--- src/rtl/multicycle_ctrl.sv ---
// Multicycle IF/ID/EX/MEM/WB control FSM for the RV32I subset the 32-bit ALU datapath supports.
// Latches the fetched instruction and drives ALU opcode, datapath and memory strobes.
module multicycle_ctrl #(
  parameter int unsigned MEM_WAIT = 0
) (
  input  logic        clk,
  input  logic        rst,
  input  logic [31:0] instr,
  input  logic        zero,
  output logic [3:0]  alu_op,
  output logic        alu_src,
  output logic        mem_read,
  output logic        mem_write,
  output logic        mem_to_reg,
  output logic        reg_write,
  output logic        load_pc,
  output logic        pc_src,
  output logic [2:0]  state
);

  typedef enum logic [2:0] {
    StIf  = 3'd0,
    StId  = 3'd1,
    StEx  = 3'd2,
    StMem = 3'd3,
    StWb  = 3'd4
  } state_e;

  localparam logic [3:0] AluAnd = 4'b0000;
  localparam logic [3:0] AluOr  = 4'b0001;
  localparam logic [3:0] AluAdd = 4'b0010;
  localparam logic [3:0] AluSub = 4'b0110;
  localparam logic [3:0] AluSlt = 4'b0111;
  localparam logic [3:0] AluSrl = 4'b1000;
  localparam logic [3:0] AluSll = 4'b1001;
  localparam logic [3:0] AluSra = 4'b1010;
  localparam logic [3:0] AluXor = 4'b1101;

  state_e      state_q, state_d;
  logic [31:0] ir_q, ir_d;
  logic [3:0]  wcnt_q, wcnt_d;

  logic [6:0] opcode;
  logic [2:0] funct3;
  logic       is_alu, is_lw, is_sw, is_beq, rd_nonzero;
  logic [3:0] dec_op;
  logic       dec_src;
  logic       unused_ir;

  assign opcode     = ir_q[6:0];
  assign funct3     = ir_q[14:12];
  assign rd_nonzero = |ir_q[11:7];
  assign unused_ir  = ^{ir_q[31], ir_q[29:15]};

  // Instruction decode; anything not recognised falls through as a NOP-like ADD.
  always_comb begin
    is_alu  = 1'b0;
    is_lw   = 1'b0;
    is_sw   = 1'b0;
    is_beq  = 1'b0;
    dec_op  = AluAdd;
    dec_src = 1'b0;
    case (opcode)
      7'b0110011, 7'b0010011: begin
        if (funct3 != 3'b011) begin
          is_alu  = 1'b1;
          // opcode[5] separates R-type (register op2) from I-ALU (immediate op2)
          dec_src = ~opcode[5];
          case (funct3)
            3'b000:  dec_op = (opcode[5] && ir_q[30]) ? AluSub : AluAdd;
            3'b001:  dec_op = AluSll;
            3'b010:  dec_op = AluSlt;
            3'b100:  dec_op = AluXor;
            3'b101:  dec_op = ir_q[30] ? AluSra : AluSrl;
            3'b110:  dec_op = AluOr;
            3'b111:  dec_op = AluAnd;
            default: dec_op = AluAdd;
          endcase
        end
      end
      7'b0000011: begin
        if (funct3 == 3'b010) begin
          is_lw   = 1'b1;
          dec_src = 1'b1;
        end
      end
      7'b0100011: begin
        if (funct3 == 3'b010) begin
          is_sw   = 1'b1;
          dec_src = 1'b1;
        end
      end
      7'b1100011: begin
        if (funct3 == 3'b000) begin
          is_beq = 1'b1;
          dec_op = AluSub;
        end
      end
      default: ;
    endcase
  end

  always_comb begin
    state_d    = state_q;
    ir_d       = ir_q;
    wcnt_d     = wcnt_q;
    alu_op     = AluAdd;
    alu_src    = 1'b0;
    mem_read   = 1'b0;
    mem_write  = 1'b0;
    mem_to_reg = 1'b0;
    reg_write  = 1'b0;
    load_pc    = 1'b0;
    pc_src     = 1'b0;
    unique case (state_q)
      StIf: begin
        ir_d    = instr;
        state_d = StId;
      end
      StId: state_d = StEx;
      StEx: begin
        alu_op  = dec_op;
        alu_src = dec_src;
        if (is_beq) begin
          load_pc = 1'b1;
          pc_src  = zero;
          state_d = StIf;
        end else begin
          state_d = StMem;
        end
      end
      StMem: begin
        alu_op    = dec_op;
        alu_src   = dec_src;
        mem_read  = is_lw;
        mem_write = is_sw;
        if (32'(wcnt_q) < MEM_WAIT) begin
          wcnt_d = wcnt_q + 4'd1;
        end else begin
          wcnt_d  = 4'd0;
          state_d = StWb;
        end
      end
      StWb: begin
        alu_op     = dec_op;
        alu_src    = dec_src;
        load_pc    = 1'b1;
        reg_write  = (is_alu || is_lw) && rd_nonzero;
        mem_to_reg = is_lw;
        state_d    = StIf;
      end
      default: state_d = StIf;
    endcase
  end

  always_ff @(posedge clk) begin
    if (rst) begin
      state_q <= StIf;
      ir_q    <= 32'd0;
      wcnt_q  <= 4'd0;
    end else begin
      state_q <= state_d;
      ir_q    <= ir_d;
      wcnt_q  <= wcnt_d;
    end
  end

  assign state = state_q;

endmodule

--- config.mk ---
export PLATFORM = sky130hd
export DESIGN_NAME = multicycle_ctrl
export DESIGN_NICKNAME = d
export VERILOG_FILES = /design/src/rtl/multicycle_ctrl.sv
export SDC_FILE = /design/constraint.sdc
export NUM_CORES = 1
export LEC_CHECK = 0
export BUFFER_PORTS_ARGS = -buffer_cell sky130_fd_sc_hd__buf_2
export CELL_PAD_IN_SITES_DETAIL_PLACEMENT = 2
export CELL_PAD_IN_SITES_GLOBAL_PLACEMENT = 2
export CORE_MARGIN = 3
export CORE_UTILIZATION = 22
export CTS_CLUSTER_DIAMETER = 50
export DETAILED_ROUTE_END_ITERATION = 8
export GPL_TIMING_DRIVEN = 0
export HOLD_SLACK_MARGIN = 0.12
export PLACE_DENSITY = 0.74
export SYNTH_ARGS = -nofsm -noshare
export SYNTH_HDL_FRONTEND = slang
export SYNTH_SLANG_ARGS = --single-unit
--- constraint.sdc ---
create_clock -name clk -period 2.05 [get_ports clk]
set_input_delay 0.41 -clock clk [delete_from_list [all_inputs] [get_ports clk]]
set_output_delay 0.41 -clock clk [all_outputs]
set_load 0.01 [all_outputs]
==> After elaboration in Yosys (flattened, before gate mapping) <==
Index checks and enable logic that the tools add are counted.
{ "word_totals": {"ff_bits": 34, "out_inout_bits": 14} }
{ "classes": {"eq_ne": 16, "n_mux": 27, "n_bitwise": 1, "reduce_logical": 9} }
{ "op_table": {"columns": ["operator", "n"], "rows": [
  ["case mux 4 bit (7 select lines)", 1],
  ["two-way mux 1 bit", 16],
  ["== test 3 bit (second input constant)", 5],
  ["== test 7 x 6 -> 1 bit (second input constant)", 2],
  ["case mux 3 bit (4 select lines)", 1],
  ["== test 3 x 2 -> 1 bit (second input constant)", 3],
  ["two-way mux 4 bit", 2],
  ["case mux 4 bit (2 select lines)", 1],
  ["== test 7 x 2 -> 1 bit (second input constant)", 1],
  ["== test 7 x 5 -> 1 bit (second input constant)", 1],
  ["== test 7 bit (second input constant)", 1],
  ["== test 3 x 1 -> 1 bit (second input constant)", 2],
  ["logical NOT 3 bit", 2],
  ["two-way mux 3 bit", 2],
  ["OR reduction 5 bit", 1],
  ["two-way mux 2 bit", 2],
  ["case mux 1 bit (2 select lines)", 2],
  ["OR reduction 2 bit", 2],
  ["inequality test 3 x 2 -> 1 bit (second input constant)", 1],
  ["OR reduction 3 bit", 1],
  ["logical AND 1 bit", 2],
  ["logical OR 1 bit", 1],
  ["NOT 1 bit", 1]
]} }

==> Longest topological paths before layout <==
{ "logic_depth": {"ltp_word": 6, "depth_mapped": 6} }

==> Worst setup path after synthesis <==
No wires, ideal clock.
{ "synth_path": {"path_kind": "reg2out", "start": "register state_q[0], in the netlist state[0]", "end": "output alu_op[1]", "arrival_ns": 1.370, "setup_slack_ns": 0.270, "stages_incl_launch_ff": 5, "cell_sequence": "dfxtp_1 -> buf_2 -> nor3b_2 -> o2111ai_1 -> or3_1"} }
{ "synth_between": {"elab_chain_cells": 3, "elab_cells_between_ends": 5, "cone_classes": "eq/ne (3); mux (1); reduce/logical (1)"} }
{ "synth_rtl": {"columns": ["element", "line", "rtl"], "rows": [
  ["start: declaration", "39", "state_e state_q, state_d;"],
  ["start signal: assignment", "158", "state_q <= StIf;"],
  ["start signal: assignment", "162", "state_q <= state_d;"],
  ["== test 3 x 2 -> 1 bit / == test 3 bit (equally long branches)", "115", "unique case (state_q)"],
  ["OR reduction 3 bit (no source line) (*)", null, null],
  ["two-way mux 4 bit (*)", "115", null],
  ["end: declaration", "10", "output logic [3:0] alu_op,"]
]} }
Every way passes the cells marked *; elsewhere a longest branch is shown, timed or not.

==> Worst setup path after layout <==
{ "layout_path": {"start": "register ir_q[3]", "end": "output alu_op[1]"} }
{ "layout_between": {"elab_chain_cells": 4, "elab_cells_between_ends": 6, "cone_classes": "eq/ne (3); mux (2); reduce/logical (1)"} }
{ "layout_rtl": {"columns": ["element", "line", "rtl"], "rows": [
  ["start: declaration", "40", "logic [31:0] ir_q, ir_d;"],
  ["start signal: assignment", "163", "ir_q <= ir_d;"],
  ["== test 7 x 6 -> 1 bit / == test 7 x 5 -> 1 bit (equally long branches)", "63", "case (opcode)"],
  ["OR reduction 2 bit", "63", null],
  ["case mux 4 bit (2 select lines) (*)", "63", null],
  ["two-way mux 4 bit (*)", "115", null]
]} }
Marks and branches as above.

==> results.py <==
metrics = {
    "timing": {
        "fmax_mhz": 479.4,
        "fin_worst_skew_ns": 0.008066,
        "drv_slew": 0,
        "hold_viol_final": 0,
        "finalSetupViolations": 4,
        "worstMarginPinSlew_ns": 0.4629,
        "finalHoldWorstSlack_ns": 0.3840,
        "rsz0062_at_grt": "true",
        "timing.max_slew.rel_slack_pct": 68.97,
        "post-route-min-period_ns": 2.086,
        "post-route-period-util_pct": 101.8,
        "setup_ws_ns": -0.03591,
        "finalSetupTns_ns": -0.08479,
    },
    "global_route": {
        "grt_antenna_before_repair": 0,
        "grt_pass1_vias": 1143,
        "grt_max_degree": 13,
        "grt_overflow": 0,
        "grt_util_all_layers_pct": 13.42,
        "grt_pass1_wl_um": 5388,
    },
    "power": {
        "leakagePower_nw": 0.5648,
        "p_clk_share_pct": 29.7,
        "p_sw_mw": 0.2728,
        "powerDensity_nw_per_um2": 675.1,
        "p_int_mw": 0.6141,
        "p_seq_share_pct": 49.3,
        "sw_frac_of_total_pct": 30.76,
        "total_power_mw": 0.8869,
        "pwr-share-comb_pct": 20.9,
        "ir_drop_v": 0.0003014,
    },
    "synthesis": {
        "synth_area_leaders": "dfxtp_1, nand2_1, a21oi_1",
        "synth_edf_count": 0,
        "async_flop_share_pct": 0,
        "avgSynthCellArea_um2": 7.487,
        "ys_warn_count": 0,
        "synth_ff_type": "dfxtp_1",
        "synth_commonest_cells": "nand2_1, a21oi_1, dfxtp_1",
        "yosysTopAreaCell": "dfxtp_1",
        "syn_nets": 162,
        "yosysMostFrequentCell": "nand2_1",
        "synth.distinct_cells": 29,
        "syn_inst": 127,
        "synth_area_um2": 950.9,
        "synth_top_area_share_pct": 40.00,
        "ys_ff_latch": 19,
        "seq_area_frac_synth_pct": 40.00,
    },
    "die": {
        "start_util_pct": 23.27,
        "dieArea_um2": 5147,
        "core_area_um2": 4086,
        "die_x_um": 71.75,
        "num_rows": 23,
        "die_y_um": 71.75,
        "pin_count": 49,
    },
    "critical_path": {
        "worstPathCellList": "and4bb_4 -> o2111ai_4 -> or3_4 -> buf_6",
        "cp_slowest_cell": "or3_4",
        "ff2ff_setup_slack_ns": 0.59,
        "crit_fanout": 4,
        "arrival_ns": 1.68,
        "crit_type": "reg2out",
        "worstPathRequired_ns": 1.64,
        "cpPeakStageDelay_ns": 0.42,
        "critPathCaptureType": "output port",
        "start_kind": "register",
    },
    "clock_tree": {
        "clock_latency_ns": 0.26,
        "clockBufferDepth": 2,
        "numClockSinks": 19,
        "clockRootBuffer": "clkbuf_8",
        "numCtsBuffers": 3,
        "clk_pin_slew_ns": 0.08,
        "htree_num_levels": 1,
        "cts_hold_buf": 0,
        "cts_tree": "done",
    },
    "cells_and_area": {
        "layout-drive-gt1-share_pct": 36.75,
        "nets": 202,
        "fin_util_pct": 32.15,
        "n_fill_cell": 498,
        "fin_cells": 216,
        "area_delta_synth_final_pct": 38.16,
        "n_antenna_cell": 0,
    },
    "detailed_routing": {
        "remaining_drc_errors": 0,
        "viasPerCell": 4.889,
        "ant_nets": 0,
        "routed_wl_um": 3328,
        "vias": 1056,
        "dr.pass1.iters": 4,
        "routedWlPerCell_um": 15.41,
        "drt_iter0_markers": 37,
    },
    "hold_path": {
        "hold_class": "in2reg",
    },
    "placement": {
        "gp_congestion": 0.7761,
        "port_buffers": 31,
        "dp_hpwl_um": 2456,
        "post-place-cells": 208,
    },
    "job": {
        "drv_cap": 0,
    },
    "status": {
        "status": "finished, violations left",
        "violations": "setup timing",
    },
}
==> stage by stage <==
step / setup slack [ns] / area, µm²
after detailed placement: -0.01008 / 1169
after global placement: 0.03344 / 1169
after CTS: -0.004027 / 1280
after floorplan: 0.2699 / 950.9
final: -0.03591 / 1314
after global routing: -0.08707 / 1314
==> worst max-delay path, delay by kind of cell (launching register included) <==
family	cells	cell delay [ns]
compound gates	1	0.14
flops	1	0.34
buf+inv	1	0.13
simple gates	2	0.81
==> metal layers <==
metal  global-route usage [%]  part of all wire [%]  vias to the layer above
li1                         -                     -                      515
met1                    14.77                    41                      517
met2                    25.41                    54                       22
met3                    3.086                   4.3                        2
met4                    3.758                  0.57                        0
met5                        0                     0                        -
==> kinds of logic after synthesis <==
group           synth area share, %
xor+xnor                     0.9212
compound gates                17.11
simple gates                  36.05
flops                         40.00
buf+inv                       5.921
==> what timing repair did <==
item	in CTS	in global routing
setup buffers	4	1
setup endpoints to repair	4	9
pin swaps	3	5
gates resized for setup	9	7
==> power by group through the flow <==
stage / combinational, mW / sequential [mW] / clock [mW]
floorplan: 0.118 / 0.430 / 0
global placement: 0.167 / 0.433 / 0
finish: 0.186 / 0.438 / 0.264
global route: 0.212 / 0.443 / 0.298
CTS: 0.185 / 0.436 / 0.278
detailed placement: 0.178 / 0.438 / 0
==> registers in the layout (all words and copies together) (netlist names) <==
name   cells
ir_q      16
state      3
==> path summary, 6_finish.rpt <==
kind                                             end            startpoint  depth (start not counted)
worst max register to register   state[0]$_SDFF_PP0_  ir_q[3]$_SDFFE_PP0P_                          3
worst min-delay path            ir_q[3]$_SDFFE_PP0P_              instr[3]                          3
worst min register to register  ir_q[7]$_SDFFE_PP0P_  ir_q[7]$_SDFFE_PP0P_                          2
worst max-delay path                       alu_op[1]  ir_q[3]$_SDFFE_PP0P_                          4
==> final cells by class <==
type	count	area [µm²]	share of cell area [%]
Buffer	8	36.28	2.762
Clock buffer	3	41.29	3.143
Clock inverter	1	7.507	0.5714
Inverter	4	15.01	1.143
Multi-Input combinational cell	95	566.8	43.14
Sequential cell	19	385.4	29.33
Tap cell	50	62.56	4.762
Timing Repair Buffer	36	198.9	15.14
==> layout by cell type (no fill, tap or decap), drive strengths merged <==
master and count:
a21oi 19, o211ai 3, nor3b 2, a31o 1, or3 2, and3 2
nor2b 1, a211o 1, nand4 1, and4b 1, nor2 5, nand3 2
dfxtp 19, clkbuf 6, or4 1, and4 5, and2b 1, a2111oi 1
o2111ai 1, buf 41, inv 4, clkinvlp 1, nand2 36, xor2 1
o21ai 2, nor3 4, and4bb 1, nand3b 2
(Power assumes the default switching activity.)
